### src/rtl/mvu_jobctl.sv
// Job sequencer for the MVU address generators: accepts a job, clears the AGU, issues
// cfg_cycles enables, drains the pipeline, reports done. Optional perf counters: MVU_JOBCTL_PERF_EN.
module mvu_jobctl #(
    parameter int BPREC = 6,
    parameter int BCNT  = 24,
    parameter int BOCNT = 16,
    parameter int DRAIN = 4
) (
    input  logic             clk,
    input  logic             rst,
    input  logic             start,
    output logic             ready,
    input  logic [BCNT-1:0]  cfg_cycles,
    input  logic [BPREC-1:0] cfg_iprec,
    input  logic [BPREC-1:0] cfg_wprec,
    input  logic             abort,
    input  logic             stall,
    input  logic             acc_done,
    output logic             agu_clr,
    output logic             agu_en,
    output logic [BPREC-1:0] iprecision,
    output logic [BPREC-1:0] wprecision,
    output logic             busy,
    output logic             done,
    output logic             aborted,
    output logic [BOCNT-1:0] nacc
`ifdef MVU_JOBCTL_PERF_EN
    ,
    output logic [BCNT-1:0]  stall_cnt,
    output logic [BCNT-1:0]  run_cnt
`endif
);

    typedef enum logic [2:0] {
        S_IDLE,
        S_CLEAR,
        S_RUN,
        S_DRAIN,
        S_DONE
    } state_t;

    localparam logic [3:0] DRAIN_LOAD = 4'(DRAIN - 1);

    state_t          state;
    logic [BCNT-1:0] remaining;
    logic [3:0]      drain_cnt;
    logic            run;
    logic            step;
    logic            accept;

    // The only combinational output path: stall gates the registered run flag.
    assign step   = run & ~stall;
    assign agu_en = step;
    assign accept = start & ready;

    always_ff @(posedge clk or posedge rst) begin
        if (rst) begin
            state      <= S_IDLE;
            ready      <= 1'b1;
            busy       <= 1'b0;
            agu_clr    <= 1'b0;
            run        <= 1'b0;
            done       <= 1'b0;
            aborted    <= 1'b0;
            remaining  <= '0;
            drain_cnt  <= '0;
            iprecision <= '0;
            wprecision <= '0;
        end else begin
            done <= 1'b0;
            case (state)
                S_IDLE: begin
                    if (accept) begin
                        iprecision <= cfg_iprec;
                        wprecision <= cfg_wprec;
                        remaining  <= cfg_cycles;
                        aborted    <= 1'b0;
                        ready      <= 1'b0;
                        busy       <= 1'b1;
                        agu_clr    <= 1'b1;
                        state      <= S_CLEAR;
                    end
                end
                S_CLEAR: begin
                    agu_clr <= 1'b0;
                    if (abort || remaining == '0) begin
                        aborted   <= abort;
                        drain_cnt <= DRAIN_LOAD;
                        state     <= S_DRAIN;
                    end else begin
                        run   <= 1'b1;
                        state <= S_RUN;
                    end
                end
                S_RUN: begin
                    if (step) begin
                        remaining <= remaining - BCNT'(1);
                    end
                    // An abort coinciding with the last step still lets that step out.
                    if (abort || (step && remaining == BCNT'(1))) begin
                        if (abort) begin
                            aborted <= 1'b1;
                        end
                        run       <= 1'b0;
                        drain_cnt <= DRAIN_LOAD;
                        state     <= S_DRAIN;
                    end
                end
                S_DRAIN: begin
                    if (abort) begin
                        aborted <= 1'b1;
                    end
                    if (drain_cnt == '0) begin
                        done  <= 1'b1;
                        state <= S_DONE;
                    end else begin
                        drain_cnt <= drain_cnt - 4'd1;
                    end
                end
                S_DONE: begin
                    ready <= 1'b1;
                    busy  <= 1'b0;
                    state <= S_IDLE;
                end
                default: begin
                    ready   <= 1'b1;
                    busy    <= 1'b0;
                    agu_clr <= 1'b0;
                    run     <= 1'b0;
                    state   <= S_IDLE;
                end
            endcase
        end
    end

    always_ff @(posedge clk or posedge rst) begin
        if (rst) begin
            nacc <= '0;
        end else if (accept) begin
            nacc <= '0;
        end else if (busy && acc_done && nacc != '1) begin
            nacc <= nacc + BOCNT'(1);
        end
    end

`ifdef MVU_JOBCTL_PERF_EN
    // run_cnt starts at 1 so the accept cycle itself is included.
    always_ff @(posedge clk or posedge rst) begin
        if (rst) begin
            stall_cnt <= '0;
            run_cnt   <= '0;
        end else if (accept) begin
            stall_cnt <= '0;
            run_cnt   <= BCNT'(1);
        end else begin
            if (run && stall && stall_cnt != '1) begin
                stall_cnt <= stall_cnt + BCNT'(1);
            end
            if (busy && run_cnt != '1) begin
                run_cnt <= run_cnt + BCNT'(1);
            end
        end
    end
`endif

endmodule
### config.mk
export PLATFORM = sky130hd
export DESIGN_NAME = mvu_jobctl
export DESIGN_NICKNAME = d
export VERILOG_FILES = /design/src/rtl/mvu_jobctl.sv
export SDC_FILE = /design/constraint.sdc
export NUM_CORES = 1
export LEC_CHECK = 0
export BUFFER_PORTS_ARGS = -buffer_cell sky130_fd_sc_hd__buf_2
export CAP_MARGIN = 10
export CORE_ASPECT_RATIO = 0.75
export CORE_MARGIN = 2
export CORE_UTILIZATION = 50
export CTS_CLUSTER_DIAMETER = 150
export DETAILED_ROUTE_END_ITERATION = 10
export GPL_ROUTABILITY_DRIVEN = 1
export PLACE_DENSITY = 0.74
export SLEW_MARGIN = 25
export SYNTH_ARGS = -nofsm -noshare
export SYNTH_HDL_FRONTEND = slang
export SYNTH_SLANG_ARGS = --single-unit
### constraint.sdc
create_clock -name clk -period 3.2 [get_ports clk]
set_input_delay 0.32 -clock clk [delete_from_list [all_inputs] [get_ports clk]]
set_output_delay 0.32 -clock clk [all_outputs]
set_load 0.02 [all_outputs]
==> results.toml, run 1 <==
[power]
internal-power_mw = 1.98
swShare_pct = 40.7
p_per_area_nw_per_um2 = 797
power_frac_seq_pct = 41.8
p_comb_share_pct = 37.1
clkPwrFrac_pct = 21.1
p_leak_nw = 1.93
p_switching_mw = 1.36
ir_drop_mv = 0.456

[worst_setup_path]
critPathArrivalTime_ps = 2680
worstRegToRegCells = 7
reg2reg_slack_ps = 760
path_class = "register to register"
worstPathMaxFanout = 5
cp-start-kind = "register"
reg2reg_to = "drain_cnt[2]$_DFFE_PP0P_"
cp_data_required_time_ps = 3430
worstReg2RegStart = "remaining[1]$_DFFE_PP0P_"
cp-end-kind = "register"

[cells_and_area]
area_delta_synth_final_pct = 20.4
postLayoutCellArea_um2 = 4200
n_antenna_cell = 0
nets = 520
drive_gt1_share_pct = 23.6

[floorplan]
initial_core_util_pct = 51.5
die_h_um = 76.3
num_io_pins = 76
rows = 26
die_area_um2 = 7660
fp.dieW_um = 100
core_um2 = 6770

[clock_tree]
h-tree-depth = 3
ctsResizeCount = 0
path_clk_slew_ps = 80
cts_tree = "done"
clock_path_buffers = 2
cts_buffers = 9
insertion_delay_ps = 340
cts-root-buf = "clkbuf_8"
clock_sinks = 65

[yosys]
ys_warn_count = 0
ys_async_sr_fraction_pct = 100
synth_area_per_cell_um2 = 8.84
synth_most_common_cell = "dfrtp_1"
synth_common_cells = "dfrtp_1 (64), nand2_1 (61), nor2_1 (38)"
ys_seq_area_share_pct = 46.7
synthFlopType = "dfrtp_1"
synth_cell_type_count = 51
yosysTopAreaCell = "dfrtp_1"
syn_inst = 394
synth-edff-count = 0
yosys.area.top_type_share_pct = 46.0
ys_top_cells_by_area = "dfrtp_1 (46%), nand2_1 (6.6%), a21oi_1 (4.3%)"
synth_seq_cells = 65
syn_nets = 441
synth_area_um2 = 3480

[placed_design]
hpwl_mm = 6.03
gp_congestion = 0.840
numPortBuffers = 75
place_area_um2 = 3990

[run]
drv_cap = 0

[route]
drc_errors = 0
wl_per_cell_um = 15.1
vias_per_cell = 5.88
drt_iter0_drc = 155
dr.pass1.iters = 4
routed_wl_mm = 8.49
ant_nets = 0
vias = 3302

[global_routing]
antenna_found_initial = 0
grt_max_degree = 40
grt.total_usage_pct = 23.8
globalRoute.totalOverflow = 0
grt_pass1_vias = 3202
grt_pass1_wl_mm = 14.7

[timing]
max_freq_ghz = 0.409
finalHoldViolCount = 0
fin_skew_ps = 9.18
period_needed_ps = 2440
worstMarginPinSlew_ps = 678
rsz0062_at_grt = "no"
setup_viol = 0
slew_headroom_pct = 54.8
finalCritPeriodShare_pct = 76.4
fin_tns_setup_ps = 0
finalMaxSlewViolations = 0

[hold_path]
hp-class = "input port to register"
min-delay-start = "cfg_wprec[2]"
min_to = "wprecision[2]$_DFFE_PP0P_"
hold_depth = 3

[run_status]
status = "finished clean"
logic make-up after synthesis:
| logic type | count (synthesis) | share of synthesized area (%) |
|---|---|---|
| fa+ha+maj | 5 | 1.80 |
| xor+xnor | 10 | 2.51 |
| compound gates | 104 | 19.2 |
| simple gates | 178 | 25.7 |
| buf+inv | 29 | 3.12 |
| mux | 3 | 0.862 |
| flops | 65 | 46.7 |
per-stage QoR:
step	power, mW	instances	util, %	hold WS, ps	worst slack, ps
after floorplan	2.25	394	-	425	1020
after global placement	2.60	545	58.9	335	830
after detailed placement	2.65	545	58.9	348	788
after CTS	3.35	562	62.0	153	765
after global routing	3.59	562	62.0	159	602
final	3.34	562	62.0	160	756
worst max-delay path by stage:
stage                                  start                       end  slack [ps]  cells after the start
detailed placement  remaining[1]$_DFFE_PP0P_  drain_cnt[2]$_DFFE_PP0P_         790                      7
CTS                 remaining[1]$_DFFE_PP0P_  drain_cnt[2]$_DFFE_PP0P_         770                      7
finish              remaining[1]$_DFFE_PP0P_  drain_cnt[2]$_DFFE_PP0P_         760                      7
global route        remaining[1]$_DFFE_PP0P_  drain_cnt[2]$_DFFE_PP0P_         600                      7
global placement    remaining[0]$_DFFE_PP0P_  drain_cnt[2]$_DFFE_PP0P_         830                      7
floorplan           remaining[0]$_DFFE_PP0P_  drain_cnt[2]$_DFFE_PP0P_        1020                      7
state kept, by name (all words and copies together), names as in the netlist:
name	count
remaining	24
busy	1
ready	1
run	1
done	1
nacc	16
wprecision	6
drain_cnt	4
state	3
aborted	1
agu_clr	1
iprecision	6
what timing repair did:
action | CTS | global route
setup endpoints to repair | 0 | 0
hold buffers | 1 | 0
endpoints found under the hold margin | 16 | 0
setup buffers | 0 | 0
critical path: stages (launching register included):
cell and delay, ps:
dfrtp_1 410, inv_1 130, ha_1 210, or3b_2 510, nor2b_1 310, a311oi_1 150
or3_4 420, o21ba_1 200
metal layers:
layer / vias up / global-route usage, % / part of all wire, %
met5: - / 0 / 0
met4: 0 / 8.22 / 0.86
met3: 8 / 4.86 / 5.2
met2: 90 / 38.7 / 47
met1: 1606 / 31.8 / 47
li1: 1598 / - / -
layout make-up:
class                   count  area (um^2)
fillers                   645         2570
multi-input cells         300         1760
well taps                  84          105
inverters                  10         37.5
flip-flops and latches     65         1630
clock inverters             5         55.1
repair buffers             87          468
clock buffers              11          141
layout by cell type (no fill, tap or decap), types with 11 or more instances in the layout:
master and n:
dfrtp_1 64, buf_2 75, nand3_1 13, nor2_1 38
nand2_1 61, o21ai_0 26, nor3_1 18, buf_4 11
a21oi_1 30
power by group through the flow:
stage          Combinational [mW]  Sequential [mW]  Clock, mW
2_1_floorplan               0.774             1.48          0
3_3_place_gp                 1.20             1.39          0
3_5_place_dp                 1.24             1.41          0
4_1_cts                      1.25             1.39      0.713
5_1_grt                      1.39             1.44      0.750
6_report                     1.24             1.40      0.707
Power figures use the tool's default switching activity.
==> run 2, diff against run 1 <==
==> constraint.sdc (replaced) <==
create_clock -name clk -period 2.5 [get_ports clk]
set_input_delay 0.25 -clock clk [delete_from_list [all_inputs] [get_ports clk]]
set_output_delay 0.25 -clock clk [all_outputs]
set_load 0.02 [all_outputs]
==> run 2 against run 1 <==
Against the previous run: setup slack got worse by 600 ps; critical path depth did not move; core utilization rose by 0.39 points; via count fell by 0.94%; die area did not move; flip-flop and latch count did not move; register-to-register slack got worse by 600 ps; non-clock buffer count rose by 7; sequential share of layout area fell by 0.24 points.
==> results.toml, run 2 (synthesis gave the netlist of run 1 again) <==
[run_status]
status = "finished clean"

[global_routing]
grt.total_usage_pct = 24.3
grt_pass1_wl_mm = 14.9
grt_pass1_vias = 3192
globalRoute.totalOverflow = 0
grt_max_degree = 34
antenna_found_initial = 0

[placed_design]
gp_congestion = 0.845
numPortBuffers = 75
hpwl_mm = 6.19
place_inst = 552
dp_slack_ps = 44.7

[power]
ir_drop_mv = 0.429
power.total_mw = 4.23
p_leak_nw = 1.96
p_per_area_nw_per_um2 = 1000

[clock_tree]
clock_path_buffers = 2
cts-root-buf = "clkbuf_8"
cts_tree = "done"
clock_sinks = 65
insertion_delay_ps = 340
cts_buffers = 9
h-tree-depth = 3
path_clk_slew_ps = 80

[timing]
finalCritPeriodShare_pct = 93.9
fin_tns_setup_ps = 0
finalHoldViolCount = 0
slew_headroom_pct = 58.0
period_needed_ps = 2350
rsz0062_at_grt = "no"
max_freq_ghz = 0.426
worstMarginPinSlew_ps = 630
finalMaxSlewViolations = 0
setup_viol = 0
fin_skew_ps = 7.92
finalWorstSetupSlack_ps = 153

[worst_setup_path]
worstRegToRegCells = 7
critPathArrivalTime_ps = 2580
cp_data_required_time_ps = 2730
cp-start-kind = "register"
cp-end-kind = "register"
worstPathMaxFanout = 5
path_class = "register to register"

[floorplan]
rows = 26
num_io_pins = 76
die_area_um2 = 7660
die_h_um = 76.3
fp.dieW_um = 100
core_um2 = 6770
initial_core_util_pct = 51.5

[route]
routed_wl_mm = 8.59
drt_iter0_drc = 232
drc_errors = 0
vias = 3271
vias_per_cell = 5.75
dr.pass1.iters = 5
wl_per_cell_um = 15.1
ant_nets = 0

[hold_path]
hold_depth = 3
hp-class = "input port to register"

[cells_and_area]
nets = 527
instances_no_fill = 569
n_antenna_cell = 0
drive_gt1_share_pct = 24.9
reg_top3 = "remaining (24), nacc (16)"
layout_common_cells = "buf_2 (75), dfrtp_1 (64), nand2_1 (61)"
mostFrequentLayoutCell = "buf_2"
utilization_pct = 62.4
area_delta_synth_final_pct = 21.1
n_fill_cell = 603
largest_reg_flops = 24
largest_register = "remaining"

[run]
drv_cap = 0
==> run 2: cell count changes in the layout (fill, tap and decap cells not counted) <==
cell and delta:
buf_4 +7, o311ai_0 -1, clkbuf_8 -1, o311ai_1 +1, nor2b_1 -1, nor2b_4 +1
bufinv_16 -1, clkinv_2 +2
==> run 2: final timing paths <==
kind,from,slack (ps),to
min reg2reg,wprecision[5]$_DFFE_PP0P_,470,wprecision[5]$_DFFE_PP0P_
min in group asynchronous,rst,520,nacc[11]$_DFFE_PP0P_
max,remaining[1]$_DFFE_PP0P_,150,drain_cnt[2]$_DFFE_PP0P_
max reg2reg,remaining[1]$_DFFE_PP0P_,150,drain_cnt[2]$_DFFE_PP0P_
min,cfg_wprec[2],100,wprecision[2]$_DFFE_PP0P_
max in group asynchronous,rst,1230,ready$_DFFE_PP1P_
==> run 2: worst max-delay path, cell delays in order, from the launching register on <==
cell and delay, ps:
dfrtp_1 410, inv_1 130, ha_1 240, or3b_2 530, nor2b_4 190, a311oi_1 120, or3_4 420, o21ba_1 190
==> run 2: repair_timing <==
action                                  4_1_cts  5_1_grt
resized for setup                             1        2
hold endpoints to repair                     25        0
pin swaps                                     0        0
endpoints found under the setup margin        1        3
hold buffers                                  1        0
buffers inserted                              0        0
==> run 2: report_power, final <==
part / switching (mW) / internal (mW) / total, mW / leakage [nW]
registers: 0.355 / 1.43 / 1.78 / 0.811
logic: 0.998 / 0.680 / 1.68 / 1.06
clock network: 0.417 / 0.352 / 0.769 / 0.0818
==> run 2: layout make-up <==
type                       instances  area [um^2]  area share (%)
clock buffer                      10          128            3.02
inverter                          10         37.5           0.889
sequential                        65         1630            38.6
clock inverter                     6         35.0           0.830
tap                               84          105            2.49
timing repair buffer              94          520            12.3
multi-input combinational        300         1770            41.9
==> run 2: routing by layer <==
layer / vias to the layer above / GRT usage, % / wire length [um]
met2: 111 / 38.1 / 3980
met1: 1536 / 33.3 / 3990
met3: 14 / 5.41 / 482
met4: 0 / 8.08 / 142
met5: - / 0 / 0
li1: 1610 / - / -
==> run 2: stage by stage <==
step	hold WS, ps	instance area [um^2]
CTS	82.4	4220
finish	96.5	4220
global placement	349	4040
global route	97.1	4220
detailed placement	364	4040
floorplan	355	3480
==> run 3, diff against run 2 <==
--- a/config.mk
+++ b/config.mk
@@ -5,6 +5,7 @@
 export SDC_FILE = /design/constraint.sdc
 export NUM_CORES = 1
 export LEC_CHECK = 0
+export ABC_AREA = 1
 export BUFFER_PORTS_ARGS = -buffer_cell sky130_fd_sc_hd__buf_2
 export CAP_MARGIN = 10
 export CORE_ASPECT_RATIO = 0.75
@@ -13,8 +14,7 @@
 export CTS_CLUSTER_DIAMETER = 150
 export DETAILED_ROUTE_END_ITERATION = 10
 export GPL_ROUTABILITY_DRIVEN = 1
-export PLACE_DENSITY = 0.74
-export SLEW_MARGIN = 25
+export PLACE_DENSITY = 0.73
 export SYNTH_ARGS = -nofsm -noshare
 export SYNTH_HDL_FRONTEND = slang
 export SYNTH_SLANG_ARGS = --single-unit
==> run 3 against run 2 <==
Against the previous run: total power is 42% lower; core utilization fell by 1.1 points; synthesized cell count increased by 29%; fmax up 26%; die area is 11% higher; first-iteration DRC count grew 14%; non-clock buffer count shrank 15; critical path depth increased by 1; clock-buffer cell count is 1 higher; largest power group unchanged.
==> results.toml, run 3 <==
[clock_tree]
insertion_delay_ps = 350
cts-root-buf = "clkbuf_8"
cts_tree = "done"
h-tree-depth = 3
clock_path_buffers = 2
ctsResizeCount = 0
clock_sinks = 65
cts_hold_buf = 0
path_clk_slew_ps = 70
cts_buffers = 9
cts_setup_buffers = 0

[placed_design]
hpwl_mm = 6.91
gp_congestion = 0.935
dp_slack_ps = 630
numPortBuffers = 75
place_area_um2 = 4360

[floorplan]
fp.dieW_um = 106
die_h_um = 80.4
num_io_pins = 76
rows = 27
die_area_um2 = 8520
initial_core_util_pct = 52.4
core_um2 = 7430

[power]
ir_drop_mv = 0.283
p_per_area_nw_per_um2 = 534
p_leak_nw = 2.29

[cells_and_area]
n_antenna_cell = 0
mostFrequentLayoutCell = "nand2_1"
drive_gt1_share_pct = 24.4
nets = 633
reg_top3 = "remaining (24), nacc (16)"
layout_common_cells = "nand2_1 (107), buf_2 (75), nor2_1 (71)"
postLayoutCellArea_um2 = 4560
largest_register = "remaining"
area_delta_synth_final_pct = 17.0
largest_reg_flops = 24

[yosys]
yosysTopAreaCell = "dfrtp_1"
synth_cell_type_count = 38
synth_most_common_cell = "nand2_1"
synth_common_cells = "nand2_1 (107), nor2_1 (71), dfrtp_1 (64)"
syn_inst = 508
synth-edff-count = 0
synthFlopType = "dfrtp_1"
yosys.area.top_type_share_pct = 41.1
ys_warn_count = 0
ys_top_cells_by_area = "dfrtp_1 (41%), nand2_1 (10%), nor2_1 (6.8%)"
synth_area_um2 = 3890
synth_area_per_cell_um2 = 7.67
synth_seq_cells = 65
syn_nets = 555
ys_seq_area_share_pct = 41.8
ys_async_sr_fraction_pct = 100

[route]
ant_nets = 0
drt_iter0_drc = 265
vias_per_cell = 5.41
vias = 3741
wl_per_cell_um = 13.6
routed_wl_mm = 9.38
drc_errors = 0
dr.pass1.iters = 5

[timing]
finalMaxSlewViolations = 0
finalHoldViolCount = 0
setup_viol = 0
fin_hold_ws_ps = 4.71
fin_skew_ps = 8.31
worstMarginPinSlew_ps = 694
finalWorstSetupSlack_ps = 635
slew_headroom_pct = 53.7
period_needed_ps = 1860
rsz0062_at_grt = "no"
finalCritPeriodShare_pct = 74.6
fin_tns_setup_ps = 0
max_freq_ghz = 0.536

[global_routing]
grt_max_degree = 41
antenna_found_initial = 0
grt.total_usage_pct = 23.1
globalRoute.totalOverflow = 0
grt_pass1_vias = 3368
grt_pass1_wl_mm = 15.5

[worst_setup_path]
critPathArrivalTime_ps = 2160
worstReg2RegStart = "ready$_DFFE_PP1P_"
cp-end-kind = "register"
reg2reg_to = "remaining[15]$_DFFE_PP0P_"
path_class = "register to register"
worstRegToRegCells = 8
cp_data_required_time_ps = 2790
reg2reg_slack_ps = 640
cpPeakStageDelay_ps = 550
slowest_stage = "dfstp_2"
crit_chain = "nand2_2 > clkinv_1 > nand3_4 > nand2_4 > inv_2 > a21oi_1 > o21ai_1 > inv_1"
worstPathMaxFanout = 28
cp-start-kind = "register"

[hold_path]
hp-class = "input port to asynchronous set/reset pin"

[run]
drv_cap = 0

[run_status]
status = "finished clean"
==> run 3: cell count changes in the layout (fill, tap and decap cells not counted), moves of 10 or more <==
| cell | change |
|---|---|
| nand2_1 | +46 |
| inv_1 | +43 |
| nor2_1 | +33 |
| nand3_1 | +19 |
| o21ai_1 | +19 |
| buf_4 | -15 |
| a21oi_1 | -13 |
| nor2_2 | +10 |
==> run 3: cell families after synthesis <==
group,share of synthesized area [%]
compound gates,12.4
xor+xnor,2.25
fa+ha+maj,1.61
buf+inv,7.81
flops,41.8
mux,3.47
simple gates,30.7
==> run 3: power breakdown <==
group	internal [mW]	switching [mW]
registers	1.10	0.0679
logic	0.133	0.232
clock network	0.484	0.414
==> run 3: stage by stage <==
stage	total power [mW]	cells	utilization, %
finish	2.43	692	61.3
global route	2.55	692	61.3
CTS	2.46	692	61.3
detailed placement	1.56	676	58.7
global placement	1.55	676	58.7
floorplan	1.42	508	-
==> run 3: cell type report <==
cell class / count / area (um^2)
well taps: 101 / 126
repair buffers: 79 / 418
fillers: 658 / 2880
flip-flops and latches: 65 / 1630
clock buffers: 11 / 141
inverters: 60 / 225
clock inverters: 5 / 55.1
multi-input cells: 371 / 1960
==> run 3: critical path, delay by kind of cell, from the launching register on <==
family                 cells  cell delay [ps]
DFF                        1              550
and+or+nand+nor            3              560
AOI/OAI and AO/OA          2              240
buffers and inverters      3              450
==> run 3: worst max path at each step <==
stage / slack, ps / depth (start not counted) / to / from
2_1_floorplan: 630 / 1 / aborted$_DFFE_PP0P_ / rst
3_3_place_gp: 710 / 8 / remaining[11]$_DFFE_PP0P_ / ready$_DFFE_PP1P_
3_5_place_dp: 630 / 8 / remaining[11]$_DFFE_PP0P_ / ready$_DFFE_PP1P_
4_1_cts: 640 / 8 / remaining[20]$_DFFE_PP0P_ / ready$_DFFE_PP1P_
5_1_grt: 430 / 8 / remaining[11]$_DFFE_PP0P_ / ready$_DFFE_PP1P_
6_report: 640 / 8 / remaining[15]$_DFFE_PP0P_ / ready$_DFFE_PP1P_
==> run 3: layer usage <==
| metal | global-route usage [%] | vias to the layer above | share of wire, % |
|---|---|---|---|
| met2 | 35.5 | 161 | 44 |
| met3 | 5.76 | 13 | 9.3 |
| met1 | 32.3 | 1743 | 46 |
| met5 | 0 | - | 0 |
| met4 | 7.11 | 0 | 1.2 |
| li1 | - | 1824 | - |
